--- config.mk ---
export PLATFORM = sky130hd
export DESIGN_NAME = load_store_unit
export DESIGN_NICKNAME = d
export VERILOG_FILES = /design/src/rtl/riscv_pkg.sv /design/src/rtl/lsu_align.sv /design/src/rtl/load_store_unit.sv
export SDC_FILE = /design/constraint.sdc
export NUM_CORES = 1
export LEC_CHECK = 0
export CAP_MARGIN = 20
export CORE_ASPECT_RATIO = 0.6
export CORE_MARGIN = 5
export CORE_UTILIZATION = 40
export CTS_CLUSTER_SIZE = 24
export DETAILED_ROUTE_END_ITERATION = 6
export GPL_ROUTABILITY_DRIVEN = 0
export GPL_TIMING_DRIVEN = 0
export HOLD_SLACK_MARGIN = 0.06
export PLACE_DENSITY = 0.73
export SLEW_MARGIN = 10
export SYNTH_ARGS = -nofsm -noshare
export SYNTH_HDL_FRONTEND = slang
export SYNTH_SLANG_ARGS = --single-unit
export TNS_END_PERCENT = 100
--- constraint.sdc ---
create_clock -name clk -period 3.95 [get_ports clk]
set_input_delay 0.395 -clock clk [delete_from_list [all_inputs] [get_ports clk]]
set_output_delay 0.395 -clock clk [all_outputs]
set_load 0.005 [all_outputs]
--- src/rtl/riscv_pkg.sv ---
// ============================================================
// riscv_pkg : shared load/store encodings and LSU FSM states
// Rev 1.0
// ============================================================
`default_nettype none

package riscv_pkg;

  typedef enum logic [1:0] {
    ST_SB = 2'd0,
    ST_SH = 2'd1,
    ST_SW = 2'd2
  } store_src_e;

  typedef enum logic [2:0] {
    LD_LB  = 3'd0,
    LD_LH  = 3'd1,
    LD_LW  = 3'd2,
    LD_LBU = 3'd4,
    LD_LHU = 3'd5
  } load_src_e;

  typedef enum logic [1:0] {
    S_IDLE   = 2'd0,
    S_REQ    = 2'd1,
    S_WAIT_R = 2'd2,
    S_RESP   = 2'd3
  } lsu_state_e;

endpackage

`default_nettype wire

--- src/rtl/lsu_align.sv ---
// ============================================================
// lsu_align : byte-lane steering, load extension, access checks
// Rev 1.0
// ============================================================
`default_nettype none

module lsu_align
  import riscv_pkg::*;
(
  input  logic        is_store,
  input  logic [1:0]  addr_lo,
  input  logic [1:0]  store_src,
  input  logic [2:0]  load_src,
  input  logic [31:0] wdata,
  input  logic [31:0] rdata,
  output logic [3:0]  be,
  output logic [31:0] wdata_lanes,
  output logic [31:0] rdata_ext,
  output logic        err
);

  logic [7:0]  byte_sel;
  logic [15:0] half_sel;
  logic        illegal;
  logic        misaligned;

  always_comb begin
    byte_sel = rdata[7:0];
    case (addr_lo)
      2'd1:    byte_sel = rdata[15:8];
      2'd2:    byte_sel = rdata[23:16];
      2'd3:    byte_sel = rdata[31:24];
      default: byte_sel = rdata[7:0];
    endcase
    half_sel = addr_lo[1] ? rdata[31:16] : rdata[15:0];
  end

  always_comb begin
    be          = 4'b1111;
    wdata_lanes = wdata;
    rdata_ext   = rdata;
    illegal     = 1'b0;
    misaligned  = 1'b0;
    if (is_store) begin
      case (store_src)
        ST_SB: begin
          be          = 4'b0001 << addr_lo;
          wdata_lanes = {4{wdata[7:0]}};
        end
        ST_SH: begin
          be          = addr_lo[1] ? 4'b1100 : 4'b0011;
          wdata_lanes = {2{wdata[15:0]}};
          misaligned  = addr_lo[0];
        end
        ST_SW: misaligned = |addr_lo;
        default: begin
          be      = 4'b0000;
          illegal = 1'b1;
        end
      endcase
    end else begin
      case (load_src)
        LD_LB:   rdata_ext = {{24{byte_sel[7]}}, byte_sel};
        LD_LBU:  rdata_ext = {24'd0, byte_sel};
        LD_LH: begin
          rdata_ext  = {{16{half_sel[15]}}, half_sel};
          misaligned = addr_lo[0];
        end
        LD_LHU: begin
          rdata_ext  = {16'd0, half_sel};
          misaligned = addr_lo[0];
        end
        LD_LW:   misaligned = |addr_lo;
        default: illegal = 1'b1;
      endcase
    end
    err = illegal | misaligned;
  end

endmodule

`default_nettype wire

--- src/rtl/load_store_unit.sv ---
// ============================================================
// load_store_unit : single-outstanding RV32 load/store unit
// Rev 1.0
// ============================================================
`default_nettype none

module load_store_unit
  import riscv_pkg::*;
#(
  parameter int ADDR_W = 32
) (
  input  logic              clk,
  input  logic              reset,
  input  logic              req_valid,
  output logic              req_ready,
  input  logic              mem_write,
  input  logic [1:0]        store_src,
  input  logic [2:0]        load_src,
  input  logic [ADDR_W-1:0] addr,
  input  logic [31:0]       wdata,
  output logic              rsp_valid,
  output logic [31:0]       rsp_rdata,
  output logic              rsp_err,
  output logic              mem_req,
  input  logic              mem_gnt,
  output logic              mem_we,
  output logic [3:0]        mem_be,
  output logic [ADDR_W-1:0] mem_addr,
  output logic [31:0]       mem_wdata,
  input  logic              mem_rvalid,
  input  logic [31:0]       mem_rdata
);

  lsu_state_e        state;
  lsu_state_e        state_nxt;
  logic [ADDR_W-1:0] addr_q;
  logic [31:0]       wdata_q;
  logic [31:0]       rdata_q;
  logic              we_q;
  logic [1:0]        st_q;
  logic [2:0]        ld_q;
  logic              err_q;

  logic              idle;
  logic              accept;
  logic              capture;
  logic              in_req;
  logic [1:0]        al_addr_lo;
  logic              al_we;
  logic [1:0]        al_st;
  logic [2:0]        al_ld;
  logic [3:0]        al_be;
  logic [31:0]       al_wdata;
  logic [31:0]       al_rdata;
  logic              al_err;

  assign idle    = (state == S_IDLE);
  assign accept  = idle && req_valid;
  assign capture = mem_rvalid && !we_q &&
                   (((state == S_REQ) && mem_gnt) || (state == S_WAIT_R));

  // In IDLE the checker sees the live request so errors are known at acceptance.
  assign al_addr_lo = idle ? addr[1:0] : addr_q[1:0];
  assign al_we      = idle ? mem_write : we_q;
  assign al_st      = idle ? store_src : st_q;
  assign al_ld      = idle ? load_src  : ld_q;

  lsu_align u_align (
    .is_store    (al_we),
    .addr_lo     (al_addr_lo),
    .store_src   (al_st),
    .load_src    (al_ld),
    .wdata       (wdata_q),
    .rdata       (rdata_q),
    .be          (al_be),
    .wdata_lanes (al_wdata),
    .rdata_ext   (al_rdata),
    .err         (al_err)
  );

  always_ff @(posedge clk) begin
    if (reset) begin
      state   <= S_IDLE;
      addr_q  <= '0;
      wdata_q <= '0;
      rdata_q <= '0;
      we_q    <= 1'b0;
      st_q    <= 2'd0;
      ld_q    <= 3'd0;
      err_q   <= 1'b0;
    end else begin
      state <= state_nxt;
      if (accept) begin
        addr_q  <= addr;
        wdata_q <= wdata;
        we_q    <= mem_write;
        st_q    <= store_src;
        ld_q    <= load_src;
        err_q   <= al_err;
      end
      if (capture) begin
        rdata_q <= mem_rdata;
      end
    end
  end

  always_comb begin
    state_nxt = state;
    case (state)
      S_IDLE: begin
        if (accept) begin
          state_nxt = al_err ? S_RESP : S_REQ;
        end
      end
      S_REQ: begin
        if (mem_gnt) begin
          state_nxt = (we_q || mem_rvalid) ? S_RESP : S_WAIT_R;
        end
      end
      S_WAIT_R: begin
        if (mem_rvalid) begin
          state_nxt = S_RESP;
        end
      end
      S_RESP:  state_nxt = S_IDLE;
      default: state_nxt = S_IDLE;
    endcase
  end

  // Outputs are also forced to their idle values while reset is asserted.
  assign in_req    = (state == S_REQ) && !reset;
  assign req_ready = idle || reset;
  assign mem_req   = in_req;
  assign mem_we    = in_req && we_q;
  assign mem_be    = in_req ? al_be : 4'b0000;
  assign mem_addr  = in_req ? {addr_q[ADDR_W-1:2], 2'b00} : '0;
  assign mem_wdata = in_req ? al_wdata : 32'd0;

  assign rsp_valid = (state == S_RESP) && !reset;
  assign rsp_err   = rsp_valid && err_q;
  assign rsp_rdata = (rsp_valid && !err_q && !we_q) ? al_rdata : 32'd0;

endmodule

`default_nettype wire

; ---- Word level (Yosys, flattened, before mapping)
; Index checks and enable logic that the tools add are counted.
[totals]
register_bits = 105
latch_bits = 0
ramBits = 0
mem_bits_ro = 0
out_inout_bits = 105
elab_cells = 78
mem_count = 0
[classes]
add_sub_neg = 0
mul = 0
div = 0
order_cmp = 0
n_eq_ne = 15
shifts = 1
mux = 29
bitwise = 1
reduce_logical = 24
[ops]
columns = op, count
row1 = 32-bit two-way mux, 5
row2 = 32-bit one-hot mux with 4 select lines, 1
row3 = 32-bit one-hot mux with 2 select lines, 1
row4 = 8-bit one-hot mux with 3 select lines, 1
row5 = 16-bit two-way mux, 1
row6 = 2-bit two-way mux, 6
row7 = 4-bit two-way mux, 3
row8 = 4-bit one-hot mux with 3 select lines, 1
row9 = "2-bit equality test, second input constant", 5
row10 = 1-bit logical AND, 10
row11 = 2-bit one-hot mux with 4 select lines, 1
row12 = "2-bit by 1-bit equality test with 1-bit output, second input constant", 3
row13 = "3-bit equality test, second input constant", 2
row14 = 1-bit two-way mux, 6
row15 = 5-bit OR reduction, 1
row16 = 2-bit logical NOT, 2
row17 = "2-bit inequality test, second input constant", 2
row18 = 1-bit one-hot mux with 2 select lines, 2
row19 = 2-bit OR reduction, 2
row20 = "1-bit by 2-bit left shift with 4-bit output, first input constant", 1
row21 = "3-bit by 1-bit equality test with 1-bit output, second input constant", 1
row22 = "3-bit by 2-bit equality test with 1-bit output, second input constant", 1
row23 = 1-bit logical NOT, 3
row24 = 3-bit logical NOT, 1
row25 = 6 further kinds, 8

; ---- Longest topological paths before layout
; Gate-level depths: netlist of the first run.
[logic_depth]
depth_word = 10
ltp_mapped = 13
ltp_nobuf = 9

; ---- Cells and area by module
; A second synthesis of the first run with hierarchy kept.
[unflattened]
hier_cells = 761
area_unflattened_um2 = 5880.6
[modules_own_cells]
columns = mod, instances, cells_each, area_each_um2
row1 = load_store_unit, 1, 606, 4652.0
row2 = lsu_align, 1, 155, 1228.7

; ---- Worst setup path before layout of the first run
; OpenSTA, ideal clock, no wires.
[synth_timing]
path_kind = flip-flop to output port
startpoint = register state[0]
endpoint = output port mem_wdata[29]
arrival_time_ns = 2.578
setup_slack_ns = 0.977
path_stages_with_launch = 13
n_path_buf = 4
cell_sequence = dfxtp_1 > inv_1 > ha_1 > buf_2 > buf_4 > clkbuf_1 > mux2i_1 > inv_1 > ha_1 > o21ai_1 > clkbuf_1 > a221oi_1 > nor3_1
[synth_between]
elab_chain_len = 6
word_cells_on_any_way = 10
cone_classes = 2 x eq/ne / 5 x mux / 3 x reduce/logical
[synth_lines]
columns = item, line
row1 = start: declaration, load_store_unit.sv:34  ; lsu_state_e state;
row2 = start signal: assignment, load_store_unit.sv:92  ; state <= state_nxt;
row3 = 2-bit logical NOT, load_store_unit.sv:57  ; assign idle = (state == S_IDLE);
row4 = 2-bit two-way mux, load_store_unit.sv:65  ; assign al_st = idle ? store_src : st_q;
row5 = 2-bit by 1-bit equality test with 1-bit output or 2-bit logical NOT (tied branches), lsu_align.sv:45  ; case (store_src)
row6 = 32-bit one-hot mux with 2 select lines, lsu_align.sv:45
row7 = 32-bit two-way mux, lsu_align.sv:44  ; if (is_store) begin
row8 = 32-bit two-way mux *, load_store_unit.sv:137  ; assign mem_wdata = in_req ? al_wdata : 32'd0;
row9 = end: declaration, load_store_unit.sv:29  ; output logic [31:0] mem_wdata,
; Every way passes the cells marked *; elsewhere a longest branch is shown, timed or not.

; ---- Worst setup path in the final report of the first run
[layout_timing]
startpoint = register state[0]
endpoint = output port mem_wdata[15]
; Same word-level chain as after synthesis.

==> results of run 1 <==
-- cell usage in the layout (no fill, tap or decap), drive strengths merged, types with 3 or more instances in the layout --
| master | Yosys | final |
|---|---|---|
| and2 | 44 | 44 |
| nand2b | 3 | 3 |
| dfxtp | 105 | 105 |
| inv | 11 | 13 |
| a31oi | 22 | 22 |
| mux2i | 12 | 12 |
| clkbuf | 56 | 67 |
| nor2 | 44 | 44 |
| nor3 | 14 | 14 |
| a22oi | 8 | 8 |
| mux2 | 7 | 7 |
| nor3b | 4 | 4 |
| ha | 9 | 9 |
| and3 | 16 | 16 |
| nand2 | 243 | 243 |
| or3 | 10 | 10 |
| buf | 16 | 16 |
| o21ai | 49 | 49 |
| a21oi | 124 | 124 |
| clkdlybuf4s50 | 0 | 208 |
| a221oi | 14 | 14 |
-- metrics by stage --
step	TNS [ns]	cells	util, %	cell area, sq um	power (mW)
floorplan	0	830	-	5747	2.576
global placement	-2.258	1230	58.16	8069	3.224
detailed placement	-1.743	1230	58.16	8069	3.244
CTS	0	1245	60.39	8378	4.161
global route	0	1246	60.65	8414	4.498
finish	0	1246	60.65	8414	4.219
-- synthesized netlist by cell type (2+ instances only) --
library cell | number | area share [%]
nand2_1 | 243 | 16
a21oi_1 | 124 | 11
dfxtp_1 | 105 | 37
clkbuf_1 | 55 | 3.6
o21ai_0 | 44 | 3.8
and2_1 | 42 | 4.6
nor2_1 | 42 | 2.7
a31oi_1 | 21 | 2.3
and3_1 | 16 | 1.7
a221oi_1 | 14 | 2.1
nor3_1 | 14 | 1.2
mux2i_1 | 12 | 2.1
inv_1 | 11 | 0.72
buf_2 | 10 | 0.87
or3_1 | 10 | 1.1
ha_1 | 9 | 2.0
a22oi_1 | 8 | 1.0
mux2_2 | 7 | 1.4
o21ai_1 | 5 | 0.44
buf_4 | 4 | 0.52
nor3b_1 | 4 | 0.52
nand2b_1 | 3 | 0.33
buf_6 | 2 | 0.39
nand3_1 | 2 | 0.17
o21a_1 | 2 | 0.26
-- final cells by class --
| class | count | area (sq um) |
|---|---|---|
| repair buffers | 209 | 2090 |
| multi-input cells | 642 | 3317 |
| fillers | 1347 | 5459 |
| inverters | 11 | 41.29 |
| well taps | 192 | 240.2 |
| clock buffers | 11 | 252.7 |
| flip-flops and latches | 105 | 2102 |
| plain buffers | 71 | 324.1 |
| clock inverters | 5 | 47.55 |
-- per-layer routing --
metal / GRT usage (%) / vias to the layer above / routed length [um]
met3: 8.390 / 27 / 2583
met5: 0 / - / 0
met2: 32.46 / 325 / 8262
met4: 5.495 / 0 / 381
li1: - / 3240 / -
met1: 37.44 / 3056 / 10280
-- flip-flops by register name (all words and copies together), names as in the netlist --
register  count
rdata_q      32
we_q          1
addr_q       32
st_q          2
err_q         1
state         2
ld_q          3
wdata_q      32
-- report_power, final --
group          switching [mW]  internal [mW]
sequential              0.175           1.25
clock                   0.428          0.474
combinational            1.16          0.740
-- what timing repair did --
item,CTS,global route
setup endpoints to repair,28,30
setup buffers,0,1
resized for setup,5,11
pin swaps,0,1
-- kinds of logic after synthesis --
| group | after synthesis | synth area share [%] |
|---|---|---|
| and+or+nand+nor | 386 | 29.67 |
| AOI/OAI and AO/OA | 226 | 22.05 |
| DFF | 105 | 36.60 |
| buffers and inverters | 83 | 6.187 |
| muxes | 19 | 3.464 |
| adders and majority gates | 9 | 1.961 |
| other | 1 | 0.06530 |
-- final timing paths --
path	startpoint	to	cells past startpoint
setup / recovery	state[0]	mem_wdata[15]	12
setup reg to reg	state[0]	state[1]	9
hold / removal	addr_q[25]	addr_q[25]	2
hold reg to reg	addr_q[25]	addr_q[25]	2
-- critical path, delay by kind of cell, from the launching register on --
family	cells	cell delay, ns
flip-flops	1	0.34
multiplexers	1	0.40
adder cells (fa/ha/maj)	2	0.42
buffers and inverters	6	1.37
AO/OA/AOI/OAI	3	0.49
==> metrics.md, run 1 <==
| Metric | Value |
|---|---|
| Outcome | `finished, final reports clean` |
| Clock Pin Slew Worst Setup and Hold Paths | `approximately 0.070 ns` |
| GRT Resource Usage Total | `24.45%` |
| Setup Viol. Count Final | `0` |
| Clk sink count | `between 100 and 150` |
| Startpoint types | `flop` |
| Seq/Total Area, Yosys | `a little over a third` |
| CTS H-tree lvls | `3` |
| Slew Limit Headroom | `a little over two fifths` |
| Hold Slack | `0.4509 ns` |
| CTS tree | `yes` |
| Global-route wire length before repair | `approximately 32000 um` |
| Via Count | `~6600` |
| Post-Syn Area per Cell | `roughly 6.9 sq um` |
| CTS Buf Count | `9` |
| LEAKAGE | `roughly 3 nW` |
| RSZ-0062 raised after global routing | `false` |
| Worst Setup Path Type | `flop to output port` |
| WL per Instance | `~17 um` |
| Critical path required time | `between 3 and 4 ns` |
| Number of global-route vias before repair | `between 5000 and 6000` |
| Max incr delay on CP | `~0.52 ns` |
| CTS Buffer Depth | `2` |
| Total congestion overflow | `0` |
| Post-DP HPWL | `about 17000 um` |
| Die height | `between 100 and 150 um` |
| Fmax | `264.9 MHz` |
| Layout area overhead | `46.51%` |
| Root Driver | `clkbuf_16` |
| Number of max-cap violations | `0` |
| Final setup margin | `0.1746 ns` |
| Most used cell, CP | `inv_1` |
| Total Wirelength | `roughly 22000 um` |
| Worst clock skew | `0.005910 ns` |
| Port bufs | `between 200 and 250` |
| DP Worst Slack | `-0.2023 ns` |
| Slowest-stage cell, CP | `clkdlybuf4s50_1` |
| Hold Vio Cnt, Final | `0` |
| R2R Setup Slk | `about 1.4 ns` |
| CP cell instances | `inv_1 -> ha_1 -> buf_2 -> buf_6 -> mux2_2 -> inv_1 -> ha_2 -> clkbuf_2 -> a22oi_1 -> a21oi_1 -> o21a_1 -> clkdlybuf4s50_1` |
| Cells after Synth | `roughly 830` |
| Starting Density | `approximately two fifths` |
| Warnings from Yosys | `0` |
| Worst-margin pin slew | `roughly 0.85 ns` |
| Final-stage net count | `roughly 1200` |
| Period utilization | `a little over nine tenths` |
| Fraction of layout cells with a size suffix above 1 | `under 10%` |
| Final slew viol count | `0` |
| Most used flip-flop cell after synthesis | `dfxtp_1` |
| Core footprint | `13870 sq um` |
| Io pins | `~210` |
| Synthesized area | `approximately 5700 sq um` |
| Crit end category | `output port` |
| Post-route minimum period | `approximately 3.8 ns` |
| Starting DRT DRC Count | `610` |
| Unique masters post-synth | `45` |
| Worst-path fanout max | `19` |
| Critical Path AT | `3.38 ns` |
| Post-DRT Antenna Nets | `0` |
| DR vias/cell | `about 5.3` |
| Site Rows | `33` |
| Pin count of the biggest net entering global routing | `20` |
| Post-synth ARST share | `0%` |
| Yosys reg bits | `around 110` |
| Die Footprint | `16930 sq um` |
| Number of synthesized flops with an enable pin | `0` |
| Pwr dens | `approximately 500 nW/um^2` |
| Number of antenna diodes | `0` |
| Die Wd | `between 150 and 200 um` |
| CTS hold repair buffers | `0` |
| Hold crit path type | `flop to flop` |
| Initial antenna violation count | `0` |
| Peak supply drop | `about 270 uV` |
| Worst skew pair latency | `between 0.3 and 0.4 ns` |
| Detailed Routing Iterations Pass 1 | `5` |
| Residual DRC | `0` |
Power figures use the tool's default switching activity.
==> run 2, diff against run 1 <==
REMOVE_ABC_BUFFERS = 1   (was not set)
==> metrics.md, run 2 (same netlist as run 1, synthesis figures left out) <==
| Metric | Value |
|---|---|
| WL per Instance | `roughly 16 um` |
| Worst-margin pin slew | `0.8227 ns` |
| Post-route minimum period | `3.835 ns` |
| CP cell instances | `inv_1 -> ha_4 -> buf_8 -> or3b_4 -> and2_4 -> nor2_4 -> o21ai_0 -> a31oi_1 -> clkdlybuf4s50_1` |
| Global-route wire length before repair | `between 20000 and 30000 um` |
| Worst r2r src | `state[0]` |
| Fraction of layout cells with a size suffix above 1 | `6.400%` |
| Number of antenna diodes | `0` |
| CP startpoint | `state[0]` |
| LEAKAGE | `~3 nW` |
| Total congestion overflow | `0` |
| Clk sink count | `105` |
| CTS tree | `yes` |
| Layout Utilization | `between 60 and 70%` |
| FILL cells | `about 1300` |
| Core footprint | `13870 sq um` |
| Detailed Routing Iterations Pass 1 | `5` |
| Residual DRC | `0` |
| Worst-path fanout max | `32` |
| Hold Vio Cnt, Final | `0` |
| CTS hold repair buffers | `0` |
| Worst clock skew | `between 0.007 and 0.008 ns` |
| Fmax | `260.7 MHz` |
| Cell Count, Final, Fillers Out | `between 1000 and 1500` |
| Highest-count cells in the layout ignoring fill and taps | `241 x nand2_1, 208 x clkdlybuf4s50_1, 124 x a21oi_1` |
| Most common cell after layout, fill and taps aside | `nand2_1` |
| Via Count | `6287` |
| RSZ-0062 raised after global routing | `false` |
| Setup Viol. Count Final | `0` |
| Pwr dens | `approximately 500 nW/um^2` |
| Final-stage net count | `about 1100` |
| CTS Buffer Depth | `2` |
| Placed Instances | `1166` |
| Root Driver | `clkbuf_16` |
| Peak supply drop | `281.6 uV` |
| Crit end category | `output port` |
| Worst Hold Depth | `2` |
| Die Footprint | `between 15000 and 20000 sq um` |
| Total Wirelength | `just under 20000 um` |
| Starting Density | `41.40%` |
| Period utilization | `approximately 97%` |
| Hold crit path type | `flop to flop` |
| Post-DRT Antenna Nets | `0` |
| Worst skew pair latency | `about 0.35 ns` |
| Slowest-stage cell, CP | `clkdlybuf4s50_1` |
| Final slew viol count | `0` |
| Number of global-route vias before repair | `5635` |
| Port bufs | `around 210` |
| Critical Path AT | `approximately 3.4 ns` |
| Critical path required time | `approximately 3.6 ns` |
| Io pins | `212` |
| Total chip power | `4.172 mW` |
| CTS H-tree lvls | `3` |
| GRT Resource Usage Total | `around 22%` |
| Layout area overhead | `45.40%` |
| Worst hold start | `addr_q[13]` |
| Initial antenna violation count | `1` |
| Worst Setup Path Type | `flop to output port` |
| Outcome | `finished, final reports clean` |
| DR vias/cell | `5.274` |
| Slew Limit Headroom | `45.15%` |
| Post-DP HPWL | `13470 um` |
| Max incr delay on CP | `roughly 0.56 ns` |
| Clock Pin Slew Worst Setup and Hold Paths | `0.07 ns` |
| R2r worst-path depth | `10` |
| Site Rows | `33` |
| Biggest regs | `addr_q (32), rdata_q (32), wdata_q (32)` |
| Starting DRT DRC Count | `about 580` |
| Die Wd | `164.7 um` |
| Number of max-cap violations | `0` |
| Post-Route Setup TNS | `0 ns` |
| Pin count of the biggest net entering global routing | `72` |
| CTS Buf Count | `9` |
| Die height | `102.8 um` |
| Startpoint types | `flop` |
[run 2: area by class of cell]
type                       count  area (sq um)  area share (%)
clock inverter                 7         58.81          0.7042
sequential                   105          2102           25.17
inverter                      11         41.29          0.4945
timing repair buffer         226          2288           27.40
clock buffer                   9         225.2           2.697
multi-input combinational    642          3395           40.65
tap                          192         240.2           2.877
[run 2: layer usage]
layer  up-vias  track usage [%]  share of wire [%]
met1      2873            29.89                 45
met4         2            5.495                1.7
met5         -                0              0.046
met2       249            32.34                 42
met3        33            8.430                 11
li1       3130                -                  -
[run 2: path summary, 6_finish.rpt]
| kind | endpoint | slack (ns) |
|---|---|---|
| worst max-delay path | rsp_rdata[31] | 0.11 |
| worst min register to register | addr_q[13] | 0.45 |
| worst min-delay path | addr_q[13] | 0.45 |
| worst max register to register | err_q | 1.40 |
[run 2: what timing repair did]
| item | in CTS | in global routing |
|---|---|---|
| pin swaps | 1 | 2 |
| buffers inserted | 1 | 7 |
| setup endpoints to repair | 60 | 56 |
| gates resized for setup | 11 | 9 |
[run 2: worst max-delay path: cells and delay by family (launching register included)]
family / cells / cell delay [ns]
AND/OR/NAND/NOR: 3 / 1.13
buffers and inverters: 3 / 0.93
AO/OA/AOI/OAI: 2 / 0.40
flip-flops: 1 / 0.35
adder cells (fa/ha/maj): 1 / 0.26
[run 2: metrics by stage]
step	worst slack, ns	hold slack (ns)	instance area (sq um)
CTS	-0.08371	0.4532	8225
finish	0.1147	0.4507	8351
global route	0.01179	0.4705	8351
detailed placement	-0.5400	0.4418	7886
global placement	-3.850	0.4387	7765
floorplan	0.7254	0.4257	5433
[run 2: where the power goes]
part | leakage, nW | switching, mW | internal, mW
sequential | 0.858 | 0.144 | 1.25
combinational | 1.97 | 1.14 | 0.768
clock | 0.144 | 0.435 | 0.441
total | 2.97 | 1.72 | 2.46
